**src/rtl/alu_cmd_issuer.sv**
```systemverilog
// alu_cmd_issuer
// Initiator-side sequencer for the ALU_TOP datapath. Operation requests are
// queued, issued one at a time onto A/B/ALU_FUN, and after a fixed ALU
// latency the ALU result is captured and handed upstream together with the
// unit class taken from ALU_FUN[3:2]. All ALU traffic is serialised here.
//
// Handshake rule (both ports): a transfer occurs on a rising CLK edge where
// VALID and READY are both high. CMD_READY depends only on queue occupancy
// (never on CMD_VALID or a same-cycle pop). RES_VALID rises only on a capture
// edge, then stays high with RES_DATA/RES_CLASS held until the transfer edge.
module alu_cmd_issuer #(
  parameter int DATA_WIDTH = 16,
  parameter int FIFO_DEPTH = 4,  // power of two, at least 2
  parameter int ALU_LAT    = 1   // ALU register stages, 0 = combinational ALU
) (
  input  logic                  CLK,
  input  logic                  RST,
  input  logic                  CMD_VALID,
  output logic                  CMD_READY,
  input  logic [3:0]            CMD_FUN,
  input  logic [DATA_WIDTH-1:0] CMD_A,
  input  logic [DATA_WIDTH-1:0] CMD_B,
  output logic [DATA_WIDTH-1:0] A,
  output logic [DATA_WIDTH-1:0] B,
  output logic [3:0]            ALU_FUN,
  input  logic [DATA_WIDTH-1:0] ALU_OUT,
  output logic                  RES_VALID,
  input  logic                  RES_READY,
  output logic [DATA_WIDTH-1:0] RES_DATA,
  output logic [1:0]            RES_CLASS,
  output logic                  BUSY,
  output logic [1:0]            DBG_STATE
);

  // Pointer, occupancy and latency-counter widths.
  localparam int PW = $clog2(FIFO_DEPTH);
  localparam int CW = $clog2(FIFO_DEPTH + 1);
  localparam int LW = (ALU_LAT > 0) ? $clog2(ALU_LAT + 1) : 1;
  // Queue entry layout: {fun, a, b}.
  localparam int EW = 4 + 2 * DATA_WIDTH;

  // IDLE: nothing issued; WAIT: ALU evaluating; DONE: result held for upstream.
  typedef enum logic [1:0] {
    S_IDLE = 2'd0,
    S_WAIT = 2'd1,
    S_DONE = 2'd2
  } state_t;

  // Command queue storage and bookkeeping.
  logic [EW-1:0]         mem [FIFO_DEPTH];
  logic [PW-1:0]         wr_ptr;
  logic [PW-1:0]         rd_ptr;
  logic [CW-1:0]         count_q;
  logic                  full;
  logic                  empty;
  logic                  push;
  logic                  pop;
  logic [EW-1:0]         head;
  logic [3:0]            head_fun;
  logic [DATA_WIDTH-1:0] head_a;
  logic [DATA_WIDTH-1:0] head_b;

  // Sequencer state.
  state_t                state_q;
  state_t                state_d;
  logic [LW-1:0]         lat_q;
  logic [LW-1:0]         lat_d;
  logic                  capture;
  logic                  res_take;

  assign full      = (count_q == CW'(FIFO_DEPTH));
  assign empty     = (count_q == '0);
  assign CMD_READY = ~full;
  assign push      = CMD_VALID & CMD_READY;

  assign head      = mem[rd_ptr];
  assign head_fun  = head[EW-1 -: 4];
  assign head_a    = head[2*DATA_WIDTH-1 -: DATA_WIDTH];
  assign head_b    = head[DATA_WIDTH-1:0];

  assign BUSY      = (state_q != S_IDLE) || !empty;
  assign DBG_STATE = state_q;

  // Queue storage: written on push only; reset flushes via pointers/count.
  always_ff @(posedge CLK) begin
    if (push) begin
      mem[wr_ptr] <= {CMD_FUN, CMD_A, CMD_B};
    end
  end

  // Queue pointers and occupancy; pointers wrap naturally (power-of-two depth).
  always_ff @(posedge CLK or posedge RST) begin
    if (RST) begin
      wr_ptr  <= '0;
      rd_ptr  <= '0;
      count_q <= '0;
    end else begin
      if (push) begin
        wr_ptr <= wr_ptr + PW'(1);
      end
      if (pop) begin
        rd_ptr <= rd_ptr + PW'(1);
      end
      case ({push, pop})
        2'b10:   count_q <= count_q + CW'(1);
        2'b01:   count_q <= count_q - CW'(1);
        default: count_q <= count_q;
      endcase
    end
  end

  // Sequencer state and ALU latency counter.
  always_ff @(posedge CLK or posedge RST) begin
    if (RST) begin
      state_q <= S_IDLE;
      lat_q   <= '0;
    end else begin
      state_q <= state_d;
      lat_q   <= lat_d;
    end
  end

  // Next-state logic: decides pops, result capture and result hand-off.
  // Issuing the next command in DONE shares the hand-off edge, so a steady
  // stream costs ALU_LAT+2 cycles per command.
  always_comb begin
    state_d  = state_q;
    lat_d    = lat_q;
    pop      = 1'b0;
    capture  = 1'b0;
    res_take = 1'b0;
    case (state_q)
      S_IDLE: begin
        if (!empty) begin
          pop     = 1'b1;
          lat_d   = LW'(ALU_LAT);
          state_d = S_WAIT;
        end
      end
      S_WAIT: begin
        if (lat_q == '0) begin
          capture = 1'b1;
          state_d = S_DONE;
        end else begin
          lat_d = lat_q - LW'(1);
        end
      end
      S_DONE: begin
        if (RES_VALID && RES_READY) begin
          res_take = 1'b1;
          if (!empty) begin
            pop     = 1'b1;
            lat_d   = LW'(ALU_LAT);
            state_d = S_WAIT;
          end else begin
            state_d = S_IDLE;
          end
        end
      end
      default: begin
        state_d = S_IDLE;
      end
    endcase
  end

  // ALU operand registers: change only on a pop edge so the ALU sees stable
  // inputs for the whole evaluation window.
  always_ff @(posedge CLK or posedge RST) begin
    if (RST) begin
      A       <= '0;
      B       <= '0;
      ALU_FUN <= '0;
    end else if (pop) begin
      A       <= head_a;
      B       <= head_b;
      ALU_FUN <= head_fun;
    end
  end

  // Result registers: capture ALU_OUT and the unit class; RES_VALID drops
  // only on the hand-off edge. Capture and hand-off never share an edge.
  always_ff @(posedge CLK or posedge RST) begin
    if (RST) begin
      RES_DATA  <= '0;
      RES_CLASS <= '0;
      RES_VALID <= 1'b0;
    end else if (capture) begin
      RES_DATA  <= ALU_OUT;
      RES_CLASS <= ALU_FUN[3:2];
      RES_VALID <= 1'b1;
    end else if (res_take) begin
      RES_VALID <= 1'b0;
    end
  end

  // The sequencer never pops an empty queue, and the handshake never pushes
  // into a full one.
  a_no_underflow: assert property (@(posedge CLK) disable iff (RST) pop |-> !empty);
  a_no_overflow:  assert property (@(posedge CLK) disable iff (RST) push |-> !full);

endmodule

```
**config.mk**
```make
export PLATFORM = sky130hd
export DESIGN_NAME = alu_cmd_issuer
export DESIGN_NICKNAME = d
export VERILOG_FILES = /design/src/rtl/alu_cmd_issuer.sv
export SDC_FILE = /design/constraint.sdc
export NUM_CORES = 1
export LEC_CHECK = 0
export CAP_MARGIN = 5
export CELL_PAD_IN_SITES_DETAIL_PLACEMENT = 1
export CELL_PAD_IN_SITES_GLOBAL_PLACEMENT = 2
export CORE_UTILIZATION = 35
export CTS_BUF_LIST = sky130_fd_sc_hd__clkbuf_4
export DETAILED_ROUTE_END_ITERATION = 10
export HOLD_SLACK_MARGIN = 0.06
export PLACE_DENSITY_LB_ADDON = 0.2
export SETUP_SLACK_MARGIN = 0.15
export SYNTH_ARGS = -nofsm -noshare
export SYNTH_HDL_FRONTEND = slang
export SYNTH_SLANG_ARGS = --single-unit
```
**constraint.sdc**
```tcl
create_clock -name CLK -period 3.2 [get_ports CLK]
set_input_delay 0.8 -clock CLK [delete_from_list [all_inputs] [get_ports CLK]]
set_output_delay 0.8 -clock CLK [all_outputs]
set_load 0.005 [all_outputs]
```
# [Word level (Yosys, flattened, before mapping)]
# Memory sizes are Yosys's and may differ from the RTL's. A register that Yosys moved wholly into a read port is not among the register bits.
# Index checks and enable logic that the tools add are counted.
[totals] regBits=29 mem_bits_rw=144 in_bits=56 out_inout_bits=59 wordCells=56 mem_count=1
[op_classes] n_addsub=5 eq_ne=8 n_mux=21 bitwise=2 n_reduce_logical=11
[memory_table] memory="mem" words=4 word_bits=36 read_ports=1 rd_ports_with_merged_regs=1 wr=1 line="50" text="logic [EW-1:0] mem [FIFO_DEPTH];"
[ops] operator="$mux W1" count=14
[ops] operator="$mux W2" count=3
[ops] operator="$ne A2 B2 Y1 const B" count=3
[ops] operator="$pmux W2 S3" count=1
[ops] operator="$pmux W3 S2" count=1
[ops] operator="$reduce_bool A2 Y1" count=3
[ops] operator="$add A2 B1 Y2 const B" count=2
[ops] operator="$eq A2 B1 Y1 const B" count=2
[ops] operator="$eq A2 B2 Y1 const B" count=2
[ops] operator="$add A3 B1 Y3 const B" count=1
[ops] operator="$eq A3 B3 Y1 const B" count=1
[ops] operator="$logic_not A3 Y1" count=1
[ops] operator="$pmux W1 S3" count=1
[ops] operator="$reduce_and A3 Y1" count=1
[ops] operator="$reduce_bool A3 Y1" count=1
[ops] operator="$sub A3 B1 Y3 const B" count=1
[ops] operator="$logic_not A2 Y1" count=1
[ops] operator="$pmux W1 S2" count=1
[ops] operator="$reduce_and A2 Y1" count=1
[ops] operator="$and A1 B1 Y1" count=1
[ops] operator="$logic_and A1 B1 Y1" count=1
[ops] operator="$logic_not A1 Y1" count=1
[ops] operator="$logic_or A1 B1 Y1" count=1
[ops] operator="$not A1 Y1" count=1
[ops] operator="$sub A1 B1 Y1 const B" count=1

# [Longest topological paths before layout]
# Gate-level depths: netlist of run 1.
[logic_depth] depth_word=6 ltp_mapped=9 mapped_depth_nobuf=8

# [Worst setup path after synthesis of run 1]
# OpenSTA, ideal clock, no wires.
[synth_timing] path_kind="input to register" startpoint="in RES_READY" endpoint="reg count_q[2]" setup_time_ns=0.079 arrival_time_ns=2.312 t_required_ns=3.121 slack_ns=0.809 path_stages=9 path_buffers=1 cell_sequence="a21boi_0 > nor3_2 > buf_2 > ha_1 > inv_1 > fa_1 > xor2_1 > nor2_1 > xor2_1"
[synth_between] elab_chain_cells=5 word_cells_on_any_way=7 cone_classes="2 x eq/ne; 3 x mux; 2 x reduce/logical"
[synth_rtl] item="from (decl)" line="28" text="input logic RES_READY,"
[synth_rtl] item="$logic_and A1 B1 Y1 *" line="149" text="if (RES_VALID && RES_READY) begin"
[synth_rtl] item="$mux W1 *" line="149"
[synth_rtl] item="$pmux W1 S2 *" line="132" text="case (state_q)"
[synth_rtl] item="net pop" line="57" text="logic pop;"
[synth_rtl] item="$eq A2 B1 Y1 or $eq A2 B2 Y1 (tied branches)" line="104" text="case ({push, pop})"
[synth_rtl] item="$pmux W3 S2 or $reduce_bool A2 Y1 (tied branches)"
[synth_rtl] item="to (signal assigned)" line="105" text="2'b10: count_q <= count_q + CW'(1);"
[synth_rtl] item="to (signal assigned)" line="106" text="2'b01: count_q <= count_q - CW'(1);"
[synth_rtl] item="to (signal assigned)" line="107" text="default: count_q <= count_q;"
[synth_rtl] item="to (decl)" line="53" text="logic [CW-1:0] count_q;"
# The timed path passes the listed nets; every way through them passes the cells marked *.
# A chain may end at the register's enable or synchronous reset.

# [Final worst setup path of run 1]
[layout_timing] startpoint="reg count_q[2]" endpoint="out BUSY"
[layout_between] elab_chain_cells=3
[layout_rtl] item="$logic_not A3 Y1" line="72" text="assign empty = (count_q == '0);"
[layout_rtl] item="$logic_not A1 Y1"
[layout_rtl] item="$logic_or A1 B1 Y1" line="81" text="assign BUSY = (state_q != S_IDLE) || !empty;"
[layout_rtl] item="to (decl)" line="31" text="output logic BUSY,"
# Every way passes these cells.

==> summary.md, run 1 <==
| Metric | Value |
|---|---|
| R2R depth | 8 |
| Worst path depth | 3 |
| Crit path kind | register to primary output |
| Synth top cells by count | edfxtp_1, dfrtp_1, mux2_2, mux4_2, mux2_1 |
| Synth area leader | edfxtp_1 |
| Vias/cell | 4.70 |
| Slowest cell on crit path | nor3_1 |
| Port-buffer cells | roughly 110 |
| Leakage power | 3.66 nW |
| Buffer count from post-CTS setup fixing | 0 |
| Crit path DAT | roughly 2100 ps |
| Crit Path Max Fanout | 3 |
| CP startpoint kind | register |
| IO Count | 115 |
| Commonest register cell after synthesis | edfxtp_1 |
| Async set or reset register ratio after synthesis | 31.1% |
| Hold_sp | RES_DATA[15] |
| Yosys cell types | 33 |
| Max-cap violation count | 0 |
| Die width | around 150 microns |
| Synth Register Bits | 209 |
| Critical path's largest stage delay | ~500 ps |
| Crit path cell chain | nor3_1 > nand2_1 > clkdlybuf4s50_1 |
| Post-synth EDFFs | ~140 |
| Worst endpoint required time | roughly 2400 ps |
| Clock Tree Root | clkbuf_4 |
| Post-route ant nets | 0 |
| First-pass GRT wire length | 24,700 microns |
| P per Cell Area | slightly below 1000 mW/mm^2 |
| Gpl congestion | about 0.67 |
| Via count | about 4,000 |
| Initial antenna violation count | 1 |
| Setup Viol. Count Final | 0 |
| Layout fillers | about 2,100 |
| Num Clock Sinks | 209 |
| Die area | 0.0229 sq mm |
| Critical path endpoint category | primary output |
| # hold bufs at CTS | 0 |
| Mapped Avg Cell Area | 21.9 sq um |
| Layout cells sized above 1 | around a third |
| Rel. slew slack | between 20% and 30% |
| RSZ-0062 raised after global routing | false |
| RR Startpoint | count_q[0] |
| Vias in the first global route | between 4,000 and 5,000 |
| First-pass detailed-route iteration total | 4 |
| Status | complete, no violations |
| Clk slew on worst S/H paths | ~60 ps |
| Hold WC Path Type | register to register |
| Max rail drop VDD | around 0.37 mV |
| Syn nets | approximately 420 |
| DP Wirelength | ~9300 microns |
| Crit. Startpoint | count_q[2] |
| Most common cell in the netlist | edfxtp_1 |
| Clock Skew | ~52 ps |
| Hold Violations, Final | 0 |
| Height of the chip | between 150 and 200 microns |
| Seq/Total Area, Yosys | roughly three quarters |
| Core ar. | around 0.022 sq mm |
| Hold slack | a little under 500 ps |
| Fin. max-slew vios | 0 |
| Tot GR Track Use | between 10% and 20% |
| Final Critical Period | just under 3000 ps |
| H-tree levels | 2 |
| Cells after Synth | 357 |
| Synth top area cells | edfxtp_1, dfrtp_1, mux4_2, mux2_2, mux2_1 |
| Longest Clk Path Bufs | 3 |
| Largest net degree at the start of global routing | 40 |
| Drt wl/cell | about 19 microns |
| CTS Buf Count | 57 |
| Synth Cell Area | ~0.0078 sq mm |
| Synth warnings | 0 |
| Final setup TNS | 0 ps |
| DRC | 0 |
| Final Net Count | roughly 590 |
| Min-Delay Path Depth | 1 |
| Post-cts resize count | 0 |
| Top delay family on crit path | simple AND/OR/NAND/NOR gates |
| Initial drt markers | 61 |
| Grt ovf | 0 |
| Worst path buffer plus inverter count | 1 |
| WL final | roughly 16,000 microns |
| Clock latency on the worst-skew pair | approximately 650 ps |
| Worst Tran Pin Value | 1060 ps |
| CTS tree | built |
| Power, Total | just under 10 mW |
| F_max | ~340 MHz |
| Layout area overhead | 28.8% |
| Yosys top cell area share | 55.3% |
| Num rows | 54 |
| Tcrit/Tclk final | about 91% |
| Initial Util | 35.7% |
## power by group
group | switching (mW) | total [mW] | internal [mW]
registers | 0.612 | 4.37 | 3.76
clock network | 1.05 | 2.35 | 1.30
logic | 1.08 | 2.97 | 1.89
total | 2.74 | 9.69 | 6.95
## registers in the layout, indices dropped and copies added, names as in the netlist, 2 cells and up
signal,cells
A,16
rd_ptr,2
count_q,3
RES_DATA,16
RES_CLASS,2
B,16
DBG_STATE,2
mem,144
wr_ptr,2
ALU_FUN,4
## per-layer routing
layer | part of all wire (%) | GRT usage, % | vias to the layer above
met3 | 6.2 | 3.95 | 28
li1 | - | - | 1784
met2 | 51 | 24.7 | 133
met4 | 2.0 | 6.45 | 0
met1 | 41 | 17.6 | 2051
met5 | 0 | 0 | -
## layout make-up
type                            instances  area [sq um]  share of cell area (%)
Clock inverter                         12          48.8                   0.485
Sequential cell                       209          5960                    59.1
Inverter                                9          35.0                   0.348
Multi-Input combinational cell        125          1740                    17.3
Tap cell                              280           350                    3.48
Timing Repair Buffer                  122          1240                    12.3
Clock buffer                           93           698                    6.93
Antenna cell                            1          2.50                  0.0249
## metrics by stage
step	util, %	setup slack [ps]	area, sq um	std cells
after floorplan	-	774	7820	357
after global placement	42.6	412	9320	745
after detailed placement	42.6	387	9320	745
after CTS	46.0	212	10100	850
after global routing	46.0	151	10100	851
final	46.0	289	10100	851
## worst paths after layout
| check | end | slack (ps) |
|---|---|---|
| worst max-delay path | BUSY | 290 |
| max in group asynchronous | rd_ptr[1] | 2000 |
| worst min-delay path | RES_DATA[15] | 480 |
| min in group asynchronous | RES_DATA[6] | 530 |
| worst max register to register | count_q[2] | 910 |
| worst min register to register | RES_DATA[15] | 480 |
## placed cells by master (no fill, tap or decap), types with 3 or more instances in the layout
master,Yosys,layout
and3_2,0,4
edfxtp_1,144,144
clkinv_1,0,11
buf_12,2,3
inv_1,9,8
mux4_2,35,35
buf_4,1,5
clkdlybuf4s50_1,0,114
ha_1,5,5
clkbuf_4,0,93
dfrtp_1,65,63
mux2_1,12,12
mux2_4,4,4
xor2_1,4,4
mux2_2,39,39
## kinds of logic after synthesis
| family | after synthesis | synth area share (%) |
|---|---|---|
| buffers and inverters | 23 | 1.79 |
| DFF | 209 | 76.1 |
| AOI/OAI and AO/OA | 7 | 0.576 |
| muxes | 92 | 18.7 |
| xor gates and xnor gates | 6 | 0.672 |
| and+or+nand+nor | 14 | 1.15 |
| adders and majority gates | 6 | 1.06 |
Power figures use the tool's default switching activity.
==> run 2: changes to the inputs <==
--- a/config.mk
+++ b/config.mk
@@ -10,6 +10,7 @@
 export CELL_PAD_IN_SITES_GLOBAL_PLACEMENT = 2
 export CORE_UTILIZATION = 35
 export CTS_BUF_LIST = sky130_fd_sc_hd__clkbuf_4
+export CTS_CLUSTER_DIAMETER = 150
 export DETAILED_ROUTE_END_ITERATION = 10
 export HOLD_SLACK_MARGIN = 0.06
 export PLACE_DENSITY_LB_ADDON = 0.2
==> results of run 2 <==
Final layout, timing and power as in run 1 (identical DEF).
==> run 3: changes to the inputs <==
--- a/config.mk
+++ b/config.mk
@@ -5,7 +5,7 @@
 export SDC_FILE = /design/constraint.sdc
 export NUM_CORES = 1
 export LEC_CHECK = 0
-export CAP_MARGIN = 5
+export CAP_MARGIN = 20
 export CELL_PAD_IN_SITES_DETAIL_PLACEMENT = 1
 export CELL_PAD_IN_SITES_GLOBAL_PLACEMENT = 2
 export CORE_UTILIZATION = 35
==> constraint.sdc (replaced) <==
create_clock -name CLK -period 3 [get_ports CLK]
set_input_delay 0.75 -clock CLK [delete_from_list [all_inputs] [get_ports CLK]]
set_output_delay 0.75 -clock CLK [all_outputs]
set_load 0.005 [all_outputs]
==> run 3 against run 2 <==
Via count decreased by 1.5%; global-route usage decreased by 0.41 points; clock power increased by 6%; first-iteration DRC count increased by 39%; routed wire length decreased by 2.1%; worst hold slack got worse by 34 ps; non-clock buffer count increased by 1; die area unchanged; cell area increased by 0.15%; clock-buffer cell count increased by 1; critical path depth unchanged; utilization increased by 0.069 points; largest cell class unchanged; largest power group unchanged; highest routed layer unchanged.
==> summary.md, run 3 (same netlist as run 1, synthesis figures left out) <==
| Metric | Value |
|---|---|
| Die area | 0.0229 sq mm |
| Most common cell after layout, fill and taps aside | edfxtp_1 |
| Hold WC Path Type | input pin to asynchronous set/reset pin |
| Setup Viol. Count Final | 0 |
| Rel. slew slack | about 45% |
| Vias in the first global route | approximately 4,400 |
| WL final | about 16,000 microns |
| Final Net Count | slightly below 600 |
| Vias/cell | 4.64 |
| Commonest non-fill, non-tap cells in the layout | edfxtp_1, clkdlybuf4s50_1, clkbuf_4 |
| Worst Tran Pin Value | around 830 ps |
| Post-route ant nets | 0 |
| Initial Util | about 36% |
| Combinational power share | between 30% and 40% |
| Largest Register | mem |
| Max-cap violation count | 0 |
| Fin. max-slew vios | 0 |
| # hold bufs at CTS | 0 |
| Power, Total | 10.3 mW |
| Core ar. | about 0.022 sq mm |
| Antenna Cells | 0 |
| Leakage power | about 3.7 nW |
| Seq pwr share | between 40% and 50% |
| Post-cts resize count | 2 |
| Clock Skew | approximately 35 ps |
| CTS Buf Count | 54 |
| Status | complete, no violations |
| Crit Path Max Fanout | 3 |
| First-pass detailed-route iteration total | 4 |
| F_max | 368 MHz |
| Num Clock Sinks | 209 |
| H-tree levels | 2 |
| IO Count | 115 |
| Reg2Reg Capture Point | count_q[2] |
| Layout cells sized above 1 | 34.3% |
| Clock latency on the worst-skew pair | 650 ps |
| Port-buffer cells | around 110 |
| Die width | ~150 microns |
| Num rows | between 50 and 60 |
| Gpl congestion | approximately 0.65 |
| Critical path endpoint category | primary output |
| Max rail drop VDD | around 0.35 mV |
| Fin area | 0.0101 sq mm |
| Initial antenna violation count | 1 |
| RSZ-0062 raised after global routing | false |
| P per Cell Area | just over 1000 mW/mm^2 |
| Worst endpoint required time | between 2000 and 2500 ps |
| Final setup TNS | 0 ps |
| Height of the chip | between 150 and 200 microns |
| Max FFs per register | around 140 |
| DP Wirelength | between 9000 and 10,000 microns |
| DRC | 0 |
| Tot GR Track Use | between 10% and 20% |
| Layout area overhead | 29.0% |
| Clk pwr share | about a quarter |
| Net Sw Frac | between 20 and 30% |
| Tcrit/Tclk final | about nine tenths |
| Longest Clk Path Bufs | 3 |
| Int Pwr | between 7 and 8 mW |
| CTS tree | built |
| First-pass GRT wire length | 23,900 microns |
| CP startpoint kind | register |
| Via count | roughly 3,900 |
| Crit path DAT | between 1500 and 2000 ps |
| Grt ovf | 0 |
| Final Critical Period | ~2700 ps |
| Final core utilization | 46.1% |
| Initial drt markers | 85 |
| Buffer count from post-CTS setup fixing | 0 |
| R2R Setup Slk | roughly 680 ps |
| Net load switching power | approximately 2.9 mW |
| Crit. Startpoint | count_q[2] |
| Clk slew on worst S/H paths | about 70 ps |
| R2R depth | 8 |
| RR Startpoint | count_q[0] |
| Clock Tree Root | clkbuf_4 |
| Placement Cell Area | roughly 0.0093 sq mm |
| Drt wl/cell | between 15 and 20 microns |
| Largest net degree at the start of global routing | 40 |
| Hold Violations, Final | 0 |
| Crit path kind | register to primary output |
-- run 3: cell types whose count changed in the layout (fill, tap and decap cells not counted), sizes merged --
cell and change:
clkinv -5, diode -1, dlygate4sd2 +1, clkbuf +1, inv +1, buf +1, clkdlybuf4s50 -1
-- run 3: power by group through the flow --
stage	registers, mW	logic (mW)	clock network [mW]
floorplan	4.39	2.08	0
global placement	4.59	3.30	0
detailed placement	4.63	3.38	0
CTS	4.58	3.39	2.62
global route	4.67	3.59	2.75
finish	4.54	3.28	2.50
-- run 3: critical path, cell delays in order, from the launching register on --
cell,delay [ps]
dfrtp_1,420
nor3_2,330
nand2_1,120
clkdlybuf4s50_1,470
-- run 3: worst max-delay path by stage --
stage / endpoint / slack [ps] / depth (start not counted)
detailed placement: count_q[2] / 200 / 9
floorplan: ALU_FUN[0] / 620 / 1
global placement: count_q[2] / 260 / 9
finish: BUSY / 280 / 3
CTS: BUSY / 200 / 3
global route: BUSY / 170 / 3
-- run 3: layout make-up --
cell class | count | area [sq um]
Clock buffer | 94 | 706
Inverter | 9 | 35.0
Multi-Input combinational cell | 125 | 1750
Fill cell | 2096 | 11800
Tap cell | 280 | 350
Timing Repair Buffer | 123 | 1260
Clock inverter | 8 | 35.0
Sequential cell | 209 | 5960
-- run 3: per-stage QoR --
stage	worst slack [ps]	cells	hold slack [ps]
2_1_floorplan	624	357	457
3_3_place_gp	258	746	466
3_5_place_dp	199	746	479
4_1_cts	199	848	417
5_1_grt	167	848	454
6_report	285	848	450
-- run 3: per-layer routing --
| layer | track usage [%] | vias to the layer above | part of all wire [%] |
|---|---|---|---|
| met3 | 4.49 | 32 | 7.3 |
| met4 | 5.90 | 0 | 2.2 |
| li1 | - | 1775 | - |
| met5 | 0 | - | 0 |
| met1 | 17.0 | 1994 | 41 |
| met2 | 23.9 | 136 | 49 |
